[config.mk]
export PLATFORM = sky130hd
export DESIGN_NAME = uart_sim_transmitter
export DESIGN_NICKNAME = d
export VERILOG_FILES = /design/src/rtl/uart_sim_transmitter.sv
export SDC_FILE = /design/constraint.sdc
export NUM_CORES = 1
export LEC_CHECK = 0
export CORE_ASPECT_RATIO = 0.75
export CORE_MARGIN = 2
export CORE_UTILIZATION = 55
export CTS_BUF_LIST = sky130_fd_sc_hd__clkbuf_16
export DETAILED_ROUTE_END_ITERATION = 8
export PLACE_DENSITY_LB_ADDON = 0.08
export SYNTH_ARGS = -nofsm -noshare
export SYNTH_HDL_FRONTEND = slang
export SYNTH_SLANG_ARGS = --single-unit
[constraint.sdc]
create_clock -name clk_i -period 3.2 [get_ports clk_i]
set_clock_uncertainty 0.2 [all_clocks]
set_input_delay 0.48 -clock clk_i [delete_from_list [all_inputs] [get_ports clk_i]]
set_output_delay 0.48 -clock clk_i [all_outputs]
set_load 0.02 [all_outputs]
[src/rtl/uart_sim_transmitter.sv]
// 8N1 UART transmitter (LSB first, idle-high) fed from a valid/ready byte FIFO.
// Frames are sent back-to-back at CLOCK_FREQ/BAUD_RATE clocks per bit.
module uart_sim_transmitter #(
   parameter int CLOCK_FREQ = 100000000,
   parameter int BAUD_RATE  = 19200,
   parameter int FIFO_DEPTH = 16
) (
   input  logic                          clk_i,
   input  logic                          rst_i,
   input  logic [7:0]                    data_i,
   input  logic                          valid_i,
   output logic                          ready_o,
   output logic                          txd_o,
   output logic                          busy_o,
   output logic [$clog2(FIFO_DEPTH):0]   level_o
);

   localparam int DIV = CLOCK_FREQ / BAUD_RATE;
   localparam int CW  = $clog2(DIV);
   localparam int AW  = $clog2(FIFO_DEPTH);
   localparam int LW  = AW + 1;
   localparam logic [CW-1:0] CNT_LAST = CW'(DIV - 1);
   localparam logic [LW-1:0] LVL_FULL = LW'(FIFO_DEPTH);

   if (DIV < 16) begin : g_div_check
      $error("uart_sim_transmitter: CLOCK_FREQ/BAUD_RATE must be >= 16");
   end
   if (FIFO_DEPTH < 2 || (FIFO_DEPTH & (FIFO_DEPTH - 1)) != 0) begin : g_depth_check
      $error("uart_sim_transmitter: FIFO_DEPTH must be a power of two >= 2");
   end

   typedef enum logic [1:0] {S_IDLE, S_START, S_DATA, S_STOP} state_t;

   state_t          state_q;
   logic [CW-1:0]   cnt_q;
   logic [2:0]      bit_q;
   logic [7:0]      shift_q;
   logic            txd_q;
   logic [LW-1:0]   level_q, level_d;
   logic [AW-1:0]   rd_ptr_q, wr_ptr_q;
   logic [7:0]      mem_q [FIFO_DEPTH];

   logic push, pop, baud_end;

   assign baud_end = (cnt_q == CNT_LAST);
   assign push     = valid_i && ready_o;
   // The FIFO is only drained at the instant the shift register is (re)loaded.
   assign pop      = (level_q != '0) &&
                     ((state_q == S_IDLE) || (state_q == S_STOP && baud_end));

   assign ready_o = (level_q != LVL_FULL);
   assign level_o = level_q;
   assign txd_o   = txd_q;
   assign busy_o  = (state_q != S_IDLE) || (level_q != '0);

   always_comb begin
      level_d = level_q;
      if (push && !pop) begin
         level_d = level_q + 1'b1;
      end else if (pop && !push) begin
         level_d = level_q - 1'b1;
      end
   end

   always_ff @(posedge clk_i) begin
      if (push) begin
         mem_q[wr_ptr_q] <= data_i;
      end
   end

   always_ff @(posedge clk_i) begin
      if (rst_i) begin
         wr_ptr_q <= '0;
         rd_ptr_q <= '0;
         level_q  <= '0;
      end else begin
         if (push) wr_ptr_q <= wr_ptr_q + 1'b1;
         if (pop)  rd_ptr_q <= rd_ptr_q + 1'b1;
         level_q <= level_d;
      end
   end

   always_ff @(posedge clk_i) begin
      if (rst_i) begin
         state_q <= S_IDLE;
         cnt_q   <= '0;
         bit_q   <= '0;
         shift_q <= '0;
         txd_q   <= 1'b1;
      end else begin
         case (state_q)
            S_IDLE: begin
               txd_q <= 1'b1;
               if (pop) begin
                  shift_q <= mem_q[rd_ptr_q];
                  cnt_q   <= '0;
                  txd_q   <= 1'b0;
                  state_q <= S_START;
               end
            end
            S_START: begin
               if (baud_end) begin
                  cnt_q   <= '0;
                  bit_q   <= '0;
                  txd_q   <= shift_q[0];
                  state_q <= S_DATA;
               end else begin
                  cnt_q <= cnt_q + 1'b1;
               end
            end
            S_DATA: begin
               if (baud_end) begin
                  cnt_q <= '0;
                  if (bit_q == 3'd7) begin
                     txd_q   <= 1'b1;
                     state_q <= S_STOP;
                  end else begin
                     bit_q <= bit_q + 3'd1;
                     txd_q <= shift_q[bit_q + 3'd1];
                  end
               end else begin
                  cnt_q <= cnt_q + 1'b1;
               end
            end
            S_STOP: begin
               if (baud_end) begin
                  cnt_q <= '0;
                  if (pop) begin
                     shift_q <= mem_q[rd_ptr_q];
                     txd_q   <= 1'b0;
                     state_q <= S_START;
                  end else begin
                     txd_q   <= 1'b1;
                     state_q <= S_IDLE;
                  end
               end else begin
                  cnt_q <= cnt_q + 1'b1;
               end
            end
            default: begin
               txd_q   <= 1'b1;
               state_q <= S_IDLE;
            end
         endcase
      end
   end

endmodule

== Yosys cells after proc, flatten, opt, wreduce, memory -nomap -nowiden ==
Memories as Yosys holds them, arrays and structs flattened. A register that Yosys moved wholly into a read port is not among the register bits.
Index checks and enable logic that the tools add are counted.
Storage, ports and cells
  bits of input ports: 11
  memories kept: 1
  word-level logic and storage cells: 79
  bits in registers: 40
  bits in writable memories: 128
Memory list
  mem_q: depth 16, width 8, rd ports 1, clocked after Yosys merged registers in 1, write ports 1, RTL line 41  | logic [7:0] mem_q [FIFO_DEPTH];
Cells by class
  add/subtract/negate cells: 6
  magnitude comparators: 1
  reductions and logical operators: 20
  multiplexer cells: 31
  eq/ne operators: 12
Operator list (number)
  $mux W13: 2
  $pmux W13 S2: 1
  $mux W8: 2
  $pmux W8 S2: 1
  $add A13 B1 Y13 const B: 1
  $eq A13 B13 Y1 const B: 1
  $ne A2 B2 Y1 const B: 6
  $mux W2: 5
  $mux W5: 2
  $mux W1: 9
  $mux W3: 3
  $add A4 B1 Y4 const B: 2
  $mux W4: 2
  $pmux W2 S4: 1
  $reduce_bool A2 Y1: 4
  $pmux W3 S2: 1
  $add A5 B1 Y5 const B: 1
  $logic_and A1 B1 Y1: 5
  $ne A5 B5 Y1 const B: 1
  $reduce_and A5 Y1: 1
  $reduce_bool A5 Y1: 1
  $sub A5 B1 Y5 const B: 1
  $eq A2 B2 Y1 const B: 2
  $lt A3 B4 Y1 const B: 1
  12 further kinds: 14

== Depth between registers and ports, before layout ==
  depth after elaboration: 7
  gate-level depth with buffers: 13
  depth with buffers taken out: 13

== Worst setup path after synthesis ==
Ideal clock, no wire load.
  kind: reg2reg
  start point: reg level_q[0] (netlist: level_o[0])
  end point: reg level_q[4] (netlist: level_o[4])
  path buffers: 0
  required time: 2929 ps
  period minus slack after synthesis: 3238 ps
  arrival time: 2967 ps
  cell stages (with the launch flop): 13
  setup time: 71 ps
  path slack: -38 ps
  path through: dfxtp_1 -> or4_1 -> nor2_1 -> nor2_1 -> inv_1 -> ha_1 -> inv_1 -> fa_1 -> a21o_1 -> a21oi_1 -> xnor2_1 -> or3_1 -> a21oi_1
Between the ends
  word-level cells in the longest chain between the ends: 5
  elaborated cells between the ends (all ways): 13
  those cells by class: add/sub (2); eq/ne (1); mux (2); reduce/logical (8)
RTL lines
  start: declaration: RTL line 39  | logic [LW-1:0] level_q, level_d;
  start signal: assignment: RTL line 79  | level_q <= level_d;
  parallel branches: the longest is 5 deep, another holds $sub A5 B1 Y5
Parallel ways; which one is timed is not known. The select of a mux whose other input is x is not followed.
A chain may end at the register's enable or synchronous reset.

== Final worst setup path ==
  start point: reg state_q[1]
  end point: out busy_o
Between the ends
  word-level cells in the longest chain between the ends: 2
RTL lines
  start: declaration: RTL line 34  | state_t state_q;
  start signal: assignment: RTL line 85  | state_q <= S_IDLE;
  start signal: assignment: RTL line 98  | state_q <= S_START;
  start signal: assignment: RTL line 106  | state_q <= S_DATA;
  $reduce_bool A2 Y1: RTL line 54  | assign busy_o = (state_q != S_IDLE) || (level_q != '0);
  $logic_or A1 B1 Y1: RTL line 54
  end: declaration: RTL line 14  | output logic busy_o,
No other way between the ends.

==> flow_summary.ini <==
[place]
dp_cells = 664
numPortBuffers = 18
pre_cts_ws_ns = 0.02056
place_congestion = 0.7817
dp_hpwl_mm = 9.329

[drt]
dr.pass1.iters = 5
ant_nets = 0
wire_per_inst_um = 20.29
vias = 4047
drc = 0
vias_per_cell = 5.815
drtIter0Drc = 292
routed_wl_mm = 14.12

[power]
seq_power_share = 0.403
power_density_mw_per_mm2 = 813.6
switchingPower_w = 0.002042
p_total_w = 0.006780
power.internal_w = 0.004738
vdd_drop_max_v = 0.0004363
comb_power_share = 0.284
p_sw_frac = 0.3011
p_leak_nw = 2.795
clockPowerShare = 0.313

[die]
ios = 19
start_util = 0.5572
die_y_um = 102.8
fp-row-count = 36
dieArea_mm2 = 0.01394
die_w_um = 135.7
coreArea_mm2 = 0.01284

[synthesis]
synth_xor_area_frac = 0.01224
async_reset_ff_frac = 0
synth_edf_count = 128
synth_top_family_by_area = multiplexers
syn_nets = 495
yosys.area.top_type_share = 0.5373
synth.cell_area_mm2 = 0.007153
synth_compound_area_frac = 0.06087
yosysUniqueCellTypes = 50
yosysWarnings = 0
ys_ff_latch = 172
yosys.area.top_type = edfxtp_1
synth.area.top_cells = edfxtp_1 (54%), dfxtp_1 (12%), mux4_2 (11%)
synth_mux_area_frac = 0.1310
yosysSeqAreaShare = 0.6605
synth-simple-area-share = 0.08676
syn_avg_cell_area_um2 = 15.35
syn_inst = 466
synthAdderAreaFrac = 0.03253
ys.flop_type = edfxtp_1

[layout]
fin_cells = 696
insertedDiodeCount = 0
layout_common_cells = edfxtp_1 (128), nor2_1 (45), dfxtp_1 (43)
drive_above_1_share = 0.2152
area_delta_synth_final_pct = 16.49
final_common_cell = edfxtp_1
nets = 541

[setup_path]
arrival_ns = 2.38
reg2reg_slack_ns = 0.20
reg2reg_to = level_o[4]$_SDFFE_PP0P_
worst_ep_required_time_ns = 2.52
rr_worst_depth = 12
crit_path_end_kind = output pin
critical_path_peak_fanout = 9
crit-reg2reg-launch = level_o[2]$_SDFFE_PP0P_
path_class = reg2out
startpoint_type = register

[cts]
cts_buffers = 17
htreeDepth = 4
cts_root_buf = clkbuf_16
cts.clk_slew.worst_paths_ns = 0.06
tritoncts = built
cts_setup_buffers = 0
clock_tree.buffer_depth = 2
insertion_delay_ns = 0.43
cts.sinks = 172

[global_routing]
grt_max_degree = 33
grt_antenna_before_repair = 0
grt.total_usage = 0.2190
grt_pass1_vias = 3959
gr-total-overflow = 0
grt_first_pass_wirelength_mm = 21.86

[sta]
setup_viol = 0
holdWs_ns = 0.2594
min_period_over_period = 0.9570
min_period_ns = 3.062
tightest_slew_ns = 0.6570
slew_violations = 0
setup_slack_ns = 0.1376
hold_viol = 0
max-slew-margin-rel = 0.5611
fmax_mhz = 326.5

[job]
cap_violations = 0

[min_path]
min-delay-start = bit_q[1]$_SDFFE_PP0P_
holdCritPathClass = reg2reg
hold_end = bit_q[1]$_SDFFE_PP0P_
hold_depth = 2

[outcome]
status = finished clean
==> metal layers <==
| metal | global-route usage | wire length (µm) | vias up | part of all wire |
|---|---|---|---|---|
| met5 | 0 | 0 | - | 0 |
| met4 | 0.05769 | 98 | 0 | 0.0069 |
| met3 | 0.05703 | 787 | 8 | 0.056 |
| met2 | 0.3279 | 6408 | 102 | 0.45 |
| met1 | 0.3247 | 6829 | 2032 | 0.48 |
| li1 | - | - | 1905 | - |
==> cells by family after synthesis <==
logic type	after synthesis
AOI/OAI and AO/OA	63
muxes	51
and+or+nand+nor	124
adders and majority gates	18
DFF	172
xor gates and xnor gates	10
buffers and inverters	28
==> worst max-delay path by stage <==
stage,from,to,slack [ns],depth (start not counted)
after detailed placement,cnt_q[1]$_SDFFE_PP0P_,level_o[4]$_SDFFE_PP0P_,0.02,13
final,state_q[1]$_SDFFE_PP0P_,busy_o,0.14,6
after global routing,cnt_q[1]$_SDFFE_PP0P_,level_o[4]$_SDFFE_PP0P_,-0.008,13
after CTS,cnt_q[1]$_SDFFE_PP0P_,level_o[4]$_SDFFE_PP0P_,0.08,13
after global placement,cnt_q[1]$_SDFFE_PP0P_,level_o[4]$_SDFFE_PP0P_,0.11,13
after floorplan,level_o[0]$_SDFFE_PP0P_,level_o[4]$_SDFFE_PP0P_,0.05,12
==> through the flow <==
step	area, µm²	setup TNS, ns	utilization
final	8333	0	0.6491
after global routing	8333	-0.007695	0.6491
after CTS	8315	0	0.6478
after detailed placement	7696	0	0.5995
after global placement	7696	0	0.5995
after floorplan	7156	0	-
==> cell usage after synthesis, types with 2 or more instances <==
| cell type | instances |
|---|---|
| nand2b_1 | 5 |
| a211oi_1 | 2 |
| and2_1 | 2 |
| nand3_1 | 6 |
| a31oi_1 | 5 |
| a21oi_1 | 17 |
| mux4_2 | 34 |
| xor2_1 | 3 |
| nor2b_1 | 5 |
| nor2_1 | 47 |
| or2_2 | 2 |
| inv_1 | 7 |
| a311oi_1 | 7 |
| ha_1 | 17 |
| nor3b_1 | 3 |
| o21ai_0 | 6 |
| nand2_1 | 30 |
| a22oi_1 | 16 |
| buf_1 | 3 |
| nor3_1 | 8 |
| dfxtp_1 | 44 |
| a41oi_1 | 2 |
| buf_2 | 5 |
| and3_1 | 2 |
| mux2i_1 | 16 |
| clkbuf_1 | 11 |
| o21bai_1 | 2 |
| xnor2_1 | 7 |
| a21o_1 | 2 |
| nand4_1 | 2 |
| or3_1 | 2 |
| edfxtp_1 | 128 |
==> worst max-delay path, stage by stage, from the launching register on <==
cell	delay, ns
dfxtp_1	0.41
inv_1	0.10
ha_1	0.21
buf_4	0.17
and3_2	0.27
inv_2	0.17
clkdlybuf4s50_1	0.63
==> sequential cells by signal (all words and copies together), names as in the netlist, 2 cells and up, named ones only <==
register and cells:
rd_ptr_q 4, shift_q 8, wr_ptr_q 4, mem_q 128, cnt_q 13, state_q 2
level_o 5, bit_q 3
==> what timing repair did <==
action,in CTS,in global routing
setup endpoints to repair,1,2
pin swaps,0,1
hold buffers,0,0
gates cloned,0,0
resized for setup,1,4
==> power groups by stage <==
| stage | logic [W] | clock network [W] | registers [W] |
|---|---|---|---|
| 5_1_grt | 0.00212 | 0.00223 | 0.00276 |
| 6_report | 0.00193 | 0.00212 | 0.00273 |
| 4_1_cts | 0.00191 | 0.00216 | 0.00274 |
| 3_3_place_gp | 0.00185 | 0 | 0.00278 |
| 2_1_floorplan | 0.00137 | 0 | 0.00273 |
| 3_5_place_dp | 0.00189 | 0 | 0.00278 |
==> layout make-up <==
type / count / area [µm²]
Clock buffer: 17 / 425.4
Clock inverter: 15 / 186.4
Fill cell: 928 / 4504
Inverter: 8 / 30.03
Multi-Input combinational cell: 266 / 2341
Sequential cell: 172 / 4726
Tap cell: 171 / 214.0
Timing Repair Buffer: 47 / 410.4
(Power assumes the default switching activity.)
==> edit, RTL diff (same settings) <==
Change the parameter `BAUD_RATE` from 19200 to 38400.
--- a/src/rtl/uart_sim_transmitter.sv
+++ b/src/rtl/uart_sim_transmitter.sv
@@ -2,7 +2,7 @@
 // Frames are sent back-to-back at CLOCK_FREQ/BAUD_RATE clocks per bit.
 module uart_sim_transmitter #(
    parameter int CLOCK_FREQ = 100000000,
-   parameter int BAUD_RATE  = 19200,
+   parameter int BAUD_RATE  = 38400,
    parameter int FIFO_DEPTH = 16
 ) (
    input  logic                          clk_i,
Check against the original RTL: no difference found for any inputs over 4 cycles, from zero or initial values and one cycle with rst_i high; that may be too few to reach the edited logic, so the function may still have changed.
==> edit against the original RTL <==
Setup slack better by 22 ps; total power down 0.39%; non-clock buffer count up 7; sequential cell count down 1; area after synthesis down 0.17%; wire length up 0.50%; critical path depth down 2; final area about the same; critical path type unchanged; largest cell class unchanged; highest routed layer unchanged.
==> edit: results (changes against the original RTL) <==
Status
  – Outcome: completed

Layout
  – Nets@finish: 542 (+0.18%)
  – Fin cells: 697 (+0.14%)
  – Inserted Diodes: 0 (unchanged)
  – Share of layout cells above drive strength 1: 0.2281 (+0.01290)
  – Fillers: 891 (-4.0%)
  – Largest regs: mem_q (128), cnt_q (12), shift_q (8)

Logic synthesis
  – Syn Inst Count: 459 (-1.5%)
  – Adder-cell area share of the yosys netlist: 0.03259 (+0.00005701)
  – Seq/Total Area, Yosys: 0.6588 (-0.001646)
  – Top cells by count, synth: edfxtp_1, nor2_1, dfxtp_1
  – Syn Nets: 488 (-1.4%)
  – Yosys top cell area share: 0.5383 (+0.0009416)
  – Most used flip-flop cell after synthesis: edfxtp_1
  – Main area contributors after synthesis: edfxtp_1, dfxtp_1, mux4_2, ha_1, mux2i_1
  – Distinct cells, synth: 59 (+18%)
  – Multiplexer area fraction after synthesis: 0.1293 (-0.001698)
  – Post-Synth XOR/XNOR Area: 0.01104 (-0.001205)
  – EDFF count, synth: 128 (unchanged)
  – Compound-gate portion of the synthesized area: 0.06343 (+0.002560)

GRT
  – Antenna violations before repair: 0 (unchanged)
  – GR Util All Layers: 0.2209 (+0.001890)
  – First-pass GRT wire length: 22240 um (+1.7%)
  – Vias in the first global route: 3977 (+0.45%)

Worst setup path
  – Worst Path Arrival: 2360 ps (-20 ps)
  – Critical Path Fanout Max: 8 (-1)
  – Worst r2r src: cnt_q[4]
  – Cells on worst reg2reg path: 12 (unchanged)

Timing
  – Worst slew margin: 0.5458 (-0.01526)
  – Final hold slack: 268.7 ps (+9.386 ps)

Place
  – GP Congestion: 0.7915 (+1.3%)
  – DP HPWL: 9493 um (+1.8%)

Route
  – Routed len/inst: 20.36 um (+0.35%)
  – Vias/cell: 5.879 (+1.1%)
  – Drt initial violations: 472 (+62%)

Pwr
  – Static Leak: 2.803 nW (+0.28%)
  – Internal: 4.648 mW (-1.9%)
  – Max VDD drop: 0.4442 mV (+1.8%)

Clock network
  – CTS buffer count: 17 (unchanged)
  – Htree depth: 4 (unchanged)

Hold path
  – Hold Startpoint: bit_q[1]
## edit: cell types whose count changed in the layout (fill, tap and decap cells not counted), moves of 2 or more
cell       before  now
buf_4          28   35
clkinv_8        0    3
inv_8           1    3
mux2i_1        16   18
nor3_1          8    6
bufinv_16       3    1
nand3_1         6    3
nand4_1         2    4
a41oi_1         1    3
nand2_1        30   27
## edit: cell families (layout without fill, tap and decap cells)
kind of cell               Yosys count  in the layout
DFF                                171            171
and+or+nand+nor                    120            120
AOI/OAI and AO/OA                   64             64
muxes                               51             51
buffers and inverters               26             93
adders and majority gates           18             18
xor gates and xnor gates             9              9
## edit: routing by layer
| metal | GRT usage | vias up | part of all wire | wire, um |
|---|---|---|---|---|
| met2 | 0.3248 | 106 | 0.45 | 6405 |
| met3 | 0.03491 | 17 | 0.047 | 665 |
| met1 | 0.3410 | 2070 | 0.49 | 6937 |
| li1 | - | 1905 | - | - |
| met5 | 0 | - | 0 | 0 |
| met4 | 0.07532 | 0 | 0.013 | 185 |
## edit: area by class of cell
type,count,area [um2],share of cell area
clock buffers,17,425.4,0.05101
clock inverters,15,177.7,0.02130
inverters,7,26.28,0.003150
multi-input cells,262,2328,0.2792
flip-flops and latches,171,4706,0.5642
well taps,171,214.0,0.02565
repair buffers,54,462.9,0.05551
## edit: worst max-delay path by stage
stage	start	endpoint	slack [ps]	cells past startpoint
floorplan	level_o[0]	level_o[4]	10	12
global placement	cnt_q[1]	level_o[4]	140	13
detailed placement	cnt_q[1]	level_o[4]	80	13
CTS	cnt_q[1]	level_o[4]	50	13
global route	cnt_q[1]	level_o[4]	10	13
finish	level_o[0]	busy_o	160	4
## edit: per-stage QoR
step	util	area, um2	setup WS (ps)	power [mW]
6_report	0.6497	8341	159.2	6.753
5_1_grt	0.6497	8341	11.22	7.097
4_1_cts	0.6489	8330	54.87	6.798
3_5_place_dp	0.6014	7720	75.96	4.718
3_3_place_gp	0.6014	7720	144.4	4.677
2_1_floorplan	-	7141	10.26	4.153
## edit: power by group through the flow
stage	combinational [mW]	sequential [mW]	clock, mW
after floorplan	1.44	2.72	0
after global placement	1.93	2.75	0
after detailed placement	1.97	2.75	0
after CTS	2.00	2.71	2.09
after global routing	2.19	2.73	2.18
final	2.00	2.70	2.05
## edit: what timing repair did
item | 4_1_cts | 5_1_grt
pin swaps | 1 | 1
endpoints found under the setup margin | 1 | 1
gates resized for setup | 0 | 2
setup buffers | 1 | 0
## edit: worst max-delay path: stages, from the launching register on
cell,delay (ps)
dfxtp_1,320
or4_4,590
nor3b_4,310
inv_2,160
clkdlybuf4s50_1,570
